<file path="src/rtl/fetch_controller_if.sv">
// rtl/fetch_controller_if.sv - instruction memory and decode handshake bundle for the fetch controller
interface fetch_controller_if;
    logic        mem_req;
    logic [31:0] mem_addr;
    logic        mem_ack;
    logic [31:0] mem_rdata;
    logic        inst_valid;
    logic        inst_ready;
    logic [31:0] inst;
    logic [31:0] inst_pc;

    modport master (
        output mem_req, mem_addr, inst_valid, inst, inst_pc,
        input  mem_ack, mem_rdata, inst_ready
    );

    modport slave (
        input  mem_req, mem_addr, inst_valid, inst, inst_pc,
        output mem_ack, mem_rdata, inst_ready
    );
endinterface

</file>
<file path="src/rtl/fetch_controller.sv">
// rtl/fetch_controller.sv - PC owner and instruction fetch sequencer with wait-state and redirect handling
module fetch_controller #(
    parameter logic [31:0] RESET_PC = 32'h0000_0000,
    parameter logic [31:0] PC_INC   = 32'd4
) (
    input  logic                      clk,
    input  logic                      rst,
    input  logic                      stall,
    input  logic                      redirect_valid,
    input  logic [31:0]               redirect_pc,
    fetch_controller_if.master        bus,
    output logic [31:0]               pc,
    output logic [31:0]               fetch_count
);

    typedef enum logic [1:0] {IDLE, FETCH, DRAIN, WAIT_DEC} state_t;

    state_t      r_state,       w_state_nxt;
    logic [31:0] r_pc,          w_pc_nxt;
    logic [31:0] r_mem_addr,    w_mem_addr_nxt;
    logic        r_mem_req,     w_mem_req_nxt;
    logic [31:0] r_inst,        w_inst_nxt;
    logic [31:0] r_inst_pc,     w_inst_pc_nxt;
    logic        r_inst_valid,  w_inst_valid_nxt;
    logic [31:0] r_fetch_count, w_fetch_count_nxt;

    logic [31:0] w_target;
    logic [31:0] w_resume;
    logic        w_handshake;

    always_ff @(posedge clk or negedge rst) begin
        if (!rst) begin
            r_state       <= IDLE;
            r_pc          <= RESET_PC;
            r_mem_addr    <= RESET_PC;
            r_mem_req     <= 1'b0;
            r_inst        <= 32'h0;
            r_inst_pc     <= 32'h0;
            r_inst_valid  <= 1'b0;
            r_fetch_count <= 32'h0;
        end else begin
            r_state       <= w_state_nxt;
            r_pc          <= w_pc_nxt;
            r_mem_addr    <= w_mem_addr_nxt;
            r_mem_req     <= w_mem_req_nxt;
            r_inst        <= w_inst_nxt;
            r_inst_pc     <= w_inst_pc_nxt;
            r_inst_valid  <= w_inst_valid_nxt;
            r_fetch_count <= w_fetch_count_nxt;
        end
    end

    always_comb begin
        w_state_nxt       = r_state;
        w_pc_nxt          = r_pc;
        w_mem_addr_nxt    = r_mem_addr;
        w_inst_nxt        = r_inst;
        w_inst_pc_nxt     = r_inst_pc;
        w_inst_valid_nxt  = r_inst_valid;
        w_fetch_count_nxt = r_fetch_count;
        w_target          = redirect_pc & ~32'h3;
        w_handshake       = r_inst_valid & bus.inst_ready;
        // A redirect in the same cycle always beats the stored pc as the restart address
        w_resume          = redirect_valid ? w_target : r_pc;

        if (redirect_valid)
            w_pc_nxt = w_target;

        case (r_state)
            IDLE: begin
                if (!stall) begin
                    w_mem_addr_nxt = w_resume;
                    w_state_nxt    = FETCH;
                end
            end
            FETCH: begin
                if (bus.mem_ack && !redirect_valid) begin
                    w_inst_nxt       = bus.mem_rdata;
                    w_inst_pc_nxt    = r_mem_addr;
                    w_inst_valid_nxt = 1'b1;
                    w_pc_nxt         = r_mem_addr + PC_INC;
                    w_state_nxt      = WAIT_DEC;
                end else if (bus.mem_ack) begin
                    w_mem_addr_nxt = stall ? r_mem_addr : w_resume;
                    w_state_nxt    = stall ? IDLE : FETCH;
                end else if (redirect_valid) begin
                    w_state_nxt = DRAIN;
                end
            end
            DRAIN: begin
                if (bus.mem_ack) begin
                    w_mem_addr_nxt = stall ? r_mem_addr : w_resume;
                    w_state_nxt    = stall ? IDLE : FETCH;
                end
            end
            WAIT_DEC: begin
                if (w_handshake)
                    w_fetch_count_nxt = r_fetch_count + 32'd1;
                if (w_handshake || redirect_valid) begin
                    w_inst_valid_nxt = 1'b0;
                    w_mem_addr_nxt   = stall ? r_mem_addr : w_resume;
                    w_state_nxt      = stall ? IDLE : FETCH;
                end
            end
            default: w_state_nxt = IDLE;
        endcase

        w_mem_req_nxt = (w_state_nxt == FETCH) || (w_state_nxt == DRAIN);
    end

    assign bus.mem_req    = r_mem_req;
    assign bus.mem_addr   = r_mem_addr;
    assign bus.inst_valid = r_inst_valid;
    assign bus.inst       = r_inst;
    assign bus.inst_pc    = r_inst_pc;
    assign pc             = r_pc;
    assign fetch_count    = r_fetch_count;

endmodule

</file>
<file path="src/flat_wrapper.sv">
// flat-port wrapper written by rule: the top's interface ports become plain ports
module fetch_controller_flat 
#(
    parameter logic [31:0] RESET_PC = 32'h0000_0000,
    parameter logic [31:0] PC_INC   = 32'd4
)
  (clk, rst, stall, redirect_valid, redirect_pc, pc, fetch_count, bus_mem_req, bus_mem_addr, bus_inst_valid, bus_inst, bus_inst_pc, bus_mem_ack, bus_mem_rdata, bus_inst_ready);
  fetch_controller_if bus_i ();
  input  logic clk;
  input  logic rst;
  input  logic stall;
  input  logic redirect_valid;
  input  logic [31:0] redirect_pc;
  output logic [31:0] pc;
  output logic [31:0] fetch_count;
  output wire logic [$bits(bus_i.mem_req)-1:0] bus_mem_req;
  output wire logic [$bits(bus_i.mem_addr)-1:0] bus_mem_addr;
  output wire logic [$bits(bus_i.inst_valid)-1:0] bus_inst_valid;
  output wire logic [$bits(bus_i.inst)-1:0] bus_inst;
  output wire logic [$bits(bus_i.inst_pc)-1:0] bus_inst_pc;
  input wire logic [$bits(bus_i.mem_ack)-1:0] bus_mem_ack;
  input wire logic [$bits(bus_i.mem_rdata)-1:0] bus_mem_rdata;
  input wire logic [$bits(bus_i.inst_ready)-1:0] bus_inst_ready;
  assign bus_mem_req = bus_i.mem_req;
  assign bus_mem_addr = bus_i.mem_addr;
  assign bus_inst_valid = bus_i.inst_valid;
  assign bus_inst = bus_i.inst;
  assign bus_inst_pc = bus_i.inst_pc;
  assign bus_i.mem_ack = bus_mem_ack;
  assign bus_i.mem_rdata = bus_mem_rdata;
  assign bus_i.inst_ready = bus_inst_ready;
  fetch_controller #(.RESET_PC(RESET_PC), .PC_INC(PC_INC)) u_core (.clk(clk), .rst(rst), .stall(stall), .redirect_valid(redirect_valid), .redirect_pc(redirect_pc), .bus(bus_i), .pc(pc), .fetch_count(fetch_count));
endmodule
</file>
<file path="config.mk">
export PLATFORM = sky130hd
export DESIGN_NAME = fetch_controller_flat
export DESIGN_NICKNAME = d
export VERILOG_FILES = /design/src/rtl/fetch_controller_if.sv /design/src/rtl/fetch_controller.sv /design/src/flat_wrapper.sv
export SDC_FILE = /design/constraint.sdc
export NUM_CORES = 1
export LEC_CHECK = 0
export CORE_UTILIZATION = 38
export DETAILED_ROUTE_END_ITERATION = 10
export GPL_ROUTABILITY_DRIVEN = 0
export PLACE_DENSITY = 0.68
export SKIP_LAST_GASP = 1
export SYNTH_ARGS = -nofsm -noshare
export SYNTH_HDL_FRONTEND = slang
export SYNTH_SLANG_ARGS = --single-unit
</file>
<file path="constraint.sdc">
create_clock -name clk -period 5.2 [get_ports clk]
set_clock_uncertainty 0.1 [all_clocks]
set_input_delay 1.04 -clock clk [delete_from_list [all_inputs] [get_ports clk]]
set_output_delay 1.04 -clock clk [all_outputs]
set_load 0.01 [all_outputs]
</file>
==> run_results.csv, run 1 <==
group,metric,value,unit
cells_and_area,num-nets-final,1037,
cells_and_area,drive_gt1_share,5.24,%
timing,setup_viol,0,
setup_path,critPathBufInv,2,
timing,layout_min_cycle_time,2.97,ns
setup_path,crit_chain,"clkdlybuf4s50_1, nand3_4, nand3_2, buf_4, o21ai_0",
worst_hold_path,hold_start,"u_core.bus.inst_pc[1]$_DFFE_PN0P_",
timing,rsz0062_at_grt,"no",
die,die_y,141,um
clock_tree,insertion_delay,0.43,ns
die,start_util,38.9,%
die,io_pins,232,
clock_tree,clock_tree.root_cell,"clkbuf_16",
cells_and_area,area_growth,42.7,%
setup_path,critPathTopFamily,"buffers and inverters",
yosys,ys_types,42,
setup_path,r2r-start,"u_core.r_state[1]$_DFF_PN0_",
yosys,yosysWarnings,0,
detailed_routing,wl,19.8,mm
die,rows,50,
timing,tightest_slew,0.922,ns
detailed_routing,firstDrtPassIters,4,
global_route,track_usage,20.6,%
cells_and_area,layout_common_cells,"243 x nand2_1, 227 x clkdlybuf4s50_1, 164 x dfrtp_1",
setup_path,path_max_fanout,64,
status,outcome,"finished, final reports clean",
setup_path,required,5.37,ns
cells_and_area,layout_commonest_cell,"nand2_1",
die,die_w,141,um
detailed_routing,drc,0,
clock_tree,cts.reportedPaths.clkPinSlew,0.06,ns
place,dp_hpwl,13.2,mm
setup_path,cp-startpoint,"bus_mem_ack",
global_route,grt_pass1_vias,6029,
yosys,synthCells,740,
power_and_ir_drop,powerDensity,527,mW/mm2
clock_tree,cts_buffers,17,
timing,period_share,57.2,%
detailed_routing,drt_iter0_markers,239,
clock_tree,cts_tree,"done",
setup_path,worst_ep_arrival_time,3.14,ns
yosys,ys_seq_area_share,56.2,%
clock_tree,cts-htree-levels,4,
timing,slew_headroom,38.5,%
timing,tns,0,ns
run,maxCapViolations,0,
detailed_routing,wire_per_inst,16.4,um
detailed_routing,vias,5981,
clock_tree,clkSinkCount,164,
timing,fmax,0.336,GHz
place,port_buffers,229,
clock_tree,post_cts_resized,0,
die,fp.coreArea,0.0188,mm2
global_route,antenna_found_initial,0,
setup_path,crit_path_end_kind,"register",
cells_and_area,postLayoutCoreUtil,55.5,%
global_route,grt_max_degree,95,
timing,finalMaxSlewViolations,0,
setup_path,critical_path_class,"in2reg",
yosys,syn_nets,816,
setup_path,max_stage_delay,0.64,ns
power_and_ir_drop,p_leak,0.00469,uW
detailed_routing,viasPerCell,4.95,
power_and_ir_drop,ir_drop,0.271,mV
clock_tree,cts_buffer_depth,2,
clock_tree,cts_hold_buf,0,
die,die_area,0.0198,mm2
setup_path,critPathLaunchType,"input port",
worst_hold_path,hold_path.class,"reg2reg",
timing,finalHoldViolCount,0,
yosys,syn_area,0.00730,mm2
yosys,ys_ff_latch,164,
setup_path,cp_slowest_cell,"clkdlybuf4s50_1",
detailed_routing,drt.antenna.violating_nets,0,
global_route,grt-ovfl-total,0,
global_route,grt_pass1_wl,31.7,mm
yosys,avgSynthCellArea,9.86,um2
cells_and_area,diodes,0,
clock_tree,cts_setup_buffers,0,
[flip-flops by register name, summed over array words and instances, names as in the netlist]
register	flops
u_core.bus.inst	32
u_core.bus.inst_pc	32
u_core.bus.inst_valid	1
u_core.bus.mem_addr	32
u_core.bus.mem_req	1
u_core.fetch_count	32
u_core.pc	32
u_core.r_state	2
[path summary, 6_finish.rpt]
check / end / cells after the start / slack, ns
max: u_core.bus.mem_addr[4]$_DFFE_PN0P_ / 5 / 2.23
max reg2reg: u_core.bus.mem_addr[4]$_DFFE_PN0P_ / 6 / 2.62
max in group asynchronous: u_core.bus.inst_valid$_DFFE_PN0P_ / 2 / 3.32
min reg2reg: u_core.bus.inst_pc[1]$_DFFE_PN0P_ / 2 / 0.37
min in group asynchronous: u_core.bus.inst_pc[6]$_DFFE_PN0P_ / 1 / 0.58
min: u_core.bus.inst_pc[1]$_DFFE_PN0P_ / 2 / 0.37
[cells by family (layout without fill, tap and decap cells)]
family / after synthesis / in the layout / synth area share, %
AO/OA/AOI/OAI: 73 / 73 / 5.57
AND/OR/NAND/NOR: 348 / 348 / 21.5
XOR/XNOR: 54 / 54 / 6.48
flip-flops: 164 / 164 / 56.2
buffers and inverters: 47 / 281 / 2.62
multiplexers: 48 / 48 / 6.60
adder cells (fa/ha/maj): 6 / 6 / 1.03
[through the flow]
step	setup WS (ns)	cell area, um2	hold WS [ns]	std cells	power (uW)
floorplan	2.87	7300	0.408	740	2980
global placement	1.79	9820	0.356	1176	4190
detailed placement	1.74	9820	0.361	1176	4220
CTS	2.19	10400	0.376	1208	5560
global route	2.02	10400	0.402	1208	5830
finish	2.23	10400	0.370	1208	5490
[worst min-delay path: cells and delay by family (launching register included)]
kind | cells | cell delay, ns
flip-flops | 1 | 0.33
AND/OR/NAND/NOR | 2 | 0.11
[where the power goes]
group	switching (uW)	internal, uW	total (uW)
combinational	932	1110	2040
sequential	419	1730	2150
clock	513	792	1310
total	1860	3630	5490
[layout make-up]
type	instances	area, um2
fillers	1686	8350
flip-flops and latches	164	4100
multi-input cells	529	3030
repair buffers	236	2340
clock buffers	23	478
well taps	234	293
clock inverters	9	126
inverters	13	48.8
[per-layer routing]
| metal | share of wire, % | up-vias | global-route usage, % | wire length [um] |
|---|---|---|---|---|
| met1 | 45 | 2873 | 25.7 | 8870 |
| met3 | 7.5 | 18 | 6.73 | 1480 |
| li1 | - | 2909 | - | - |
| met4 | 1.4 | 0 | 6.86 | 276 |
| met5 | 0 | - | 0 | 0 |
| met2 | 46 | 181 | 33.9 | 9140 |
[cells in the mapped netlist]
library cell | number | share of area, %
nand3_1 | 27 | 1.9
mux2_2 | 1 | 0.15
o21ai_0 | 43 | 2.9
a31oi_1 | 2 | 0.17
nand3_4 | 1 | 0.24
and3_1 | 14 | 1.2
ha_1 | 6 | 1.0
nor3_2 | 1 | 0.14
a22o_1 | 1 | 0.12
clkbuf_1 | 21 | 1.1
a211oi_1 | 2 | 0.21
xnor2_1 | 41 | 4.9
dfrtp_1 | 164 | 56
and2_1 | 4 | 0.34
buf_1 | 1 | 0.051
o22ai_1 | 2 | 0.17
clkbuf_2 | 1 | 0.068
or3_4 | 1 | 0.15
xor2_1 | 13 | 1.6
a21boi_0 | 1 | 0.10
buf_2 | 11 | 0.75
o211ai_1 | 1 | 0.10
nor2_1 | 16 | 0.82
o31a_1 | 2 | 0.24
mux2i_1 | 47 | 6.4
nor4_2 | 3 | 0.51
a21o_1 | 1 | 0.10
or3_1 | 4 | 0.34
and4_4 | 2 | 0.31
or2b_1 | 1 | 0.10
inv_1 | 13 | 0.67
a41o_1 | 1 | 0.14
o211a_1 | 1 | 0.14
nand2_1 | 243 | 12
a21oi_1 | 15 | 1.0
nor4_4 | 1 | 0.29
nor3b_1 | 1 | 0.10
nand4_1 | 15 | 1.3
nor4_1 | 1 | 0.086
nor3_1 | 7 | 0.48
a22oi_1 | 1 | 0.10
and4_1 | 6 | 0.72
No activity file was read; power rests on OpenSTA's default activity.
==> run 2, diff against run 1 <==
- PLACE_DENSITY: 0.68 -> 0.7
- clock period: 5.2 -> 2.39 ns (I/O delays scaled with it)
==> run 2 against run 1 <==
  * Wire length barely moved
  * Sequential power rose by 110%
  * Combinational power rose by 130%
==> run_results.csv, run 2 (same netlist as run 1, synthesis figures left out) <==
group,metric,value,unit
clock_tree,post_cts_resized,0,
cells_and_area,multi_input_area,0.00303,mm2
detailed_routing,drt_iter0_markers,227,
detailed_routing,wl,19.8,mm
timing,rsz0062_at_grt,"no",
cells_and_area,diodes,0,
cells_and_area,num-nets-final,1064,
status,outcome,"finished, final reports clean",
run,maxCapViolations,0,
setup_path,path_max_fanout,7,
global_route,track_usage,20.9,%
cells_and_area,layout_commonest_cell,"nand2_1",
clock_tree,cts_buffers,17,
global_route,grt_pass1_vias,6055,
detailed_routing,wire_per_inst,16.0,um
timing,setup_ws,0.260,ns
cells_and_area,layout_common_cells,"243 x nand2_1, 227 x clkdlybuf4s50_1, 164 x dfrtp_1",
worst_hold_path,hold_path.class,"in2reg",
setup_path,required,2.59,ns
die,rows,50,
power_and_ir_drop,ir_drop,0.554,mV
place,port_buffers,229,
detailed_routing,drt.antenna.violating_nets,0,
timing,period_share,89.1,%
cells_and_area,register_area,0.00410,mm2
timing,finalMaxSlewViolations,0,
global_route,grt-ovfl-total,0,
clock_tree,insertion_delay,0.42,ns
die,io_pins,232,
power_and_ir_drop,powerDensity,1120,mW/mm2
detailed_routing,firstDrtPassIters,4,
timing,finalHoldViolCount,0,
die,die_y,141,um
global_route,grt_pass1_wl,32.1,mm
timing,setup_viol,0,
timing,tns,0,ns
global_route,antenna_found_initial,0,
setup_path,critical_path_class,"reg2reg",
timing,fmax,0.469,GHz
setup_path,worst_ep_arrival_time,2.33,ns
detailed_routing,drc,0,
die,die_w,141,um
clock_tree,cts_buffer_depth,2,
place,dp_hpwl,14.3,mm
cells_and_area,drive_gt1_share,7.89,%
timing,layout_min_cycle_time,2.13,ns
die,fp.coreArea,0.0188,mm2
clock_tree,clock_tree.root_cell,"clkbuf_16",
cells_and_area,finalInstanceArea,0.0107,mm2
cells_and_area,final_cells,1235,
setup_path,critPathLaunchType,"register",
cells_and_area,fill_cells,1654,
place,pre_cts_ws,0.0592,ns
cells_and_area,postLayoutCoreUtil,56.9,%
timing,tightest_slew,0.509,ns
global_route,grt_max_degree,50,
power_and_ir_drop,p_leak,0.00482,uW
timing,slew_headroom,66.1,%
die,start_util,38.9,%
clock_tree,cts.reportedPaths.clkPinSlew,0.06,ns
detailed_routing,vias,6084,
place,dpl_cell_area,0.0101,mm2
clock_tree,cts-htree-levels,4,
clock_tree,cts_tree,"done",
die,die_area,0.0198,mm2
detailed_routing,viasPerCell,4.93,
place,dp_cells,1202,
cells_and_area,area_growth,46.3,%
clock_tree,clkSinkCount,164,
setup_path,crit_path_end_kind,"register",
==> run 2: stage by stage <==
| stage | total power [uW] | hold WS (ns) |
|---|---|---|
| floorplan | 6480 | 0.0824 |
| global route | 12700 | 0.368 |
| CTS | 12100 | 0.337 |
| finish | 11900 | 0.361 |
| detailed placement | 9420 | 0.361 |
| global placement | 9320 | 0.357 |
==> run 2: worst paths after layout <==
check                                                   start                                 end  slack (ns)  cells after the start
max                               u_core.r_state[0]$_DFF_PN0_  u_core.fetch_count[21]$_DFFE_PN0P_        0.26                      7
min                                            redirect_valid  u_core.bus.mem_addr[0]$_DFFE_PN0P_        0.36                      4
max reg2reg                       u_core.r_state[0]$_DFF_PN0_  u_core.fetch_count[21]$_DFFE_PN0P_        0.26                      7
min reg2reg                u_core.fetch_count[31]$_DFFE_PN0P_  u_core.fetch_count[31]$_DFFE_PN0P_        0.37                      1
max in group asynchronous                                 rst  u_core.fetch_count[23]$_DFFE_PN0P_        1.03                      3
min in group asynchronous                                 rst     u_core.bus.inst[25]$_DFFE_PN0P_        0.48                      2
==> run 2: timing repair <==
action                    in CTS  in global routing
hold endpoints to repair      44                  0
hold buffers                   1                  0
buffers inserted               0                  0
==> run 2: area by class of cell <==
cell class	count	share of cell area, %
sequential	164	38.4
multi-input combinational	529	28.4
timing repair buffer	263	24.8
clock buffer	18	4.02
tap	234	2.74
clock inverter	14	1.20
inverter	13	0.457
==> run 2: layer usage <==
metal,share of wire [%],vias to the layer above,track usage [%]
li1,-,2974,-
met1,44,2908,26.7
met2,46,180,33.4
met3,7.4,22,6.86
met4,2.0,0,7.49
met5,0,-,0
==> run 2: worst max-delay path: stages, from the launching register on <==
cell	delay [ns]
dfrtp_1	0.42
ha_1	0.31
and4_4	0.30
nand3_4	0.13
nor4_4	0.29
buf_4	0.19
nand3_1	0.11
xnor2_1	0.15
==> run 2: report_power, final <==
part | leakage (uW) | total, uW | internal, uW | switching [uW]
sequential | 0.00208 | 4590 | 3760 | 829
combinational | 0.00248 | 4760 | 2590 | 2180
clock | 0.000264 | 2590 | 1440 | 1150
total | 0.00482 | 11900 | 7790 | 4160
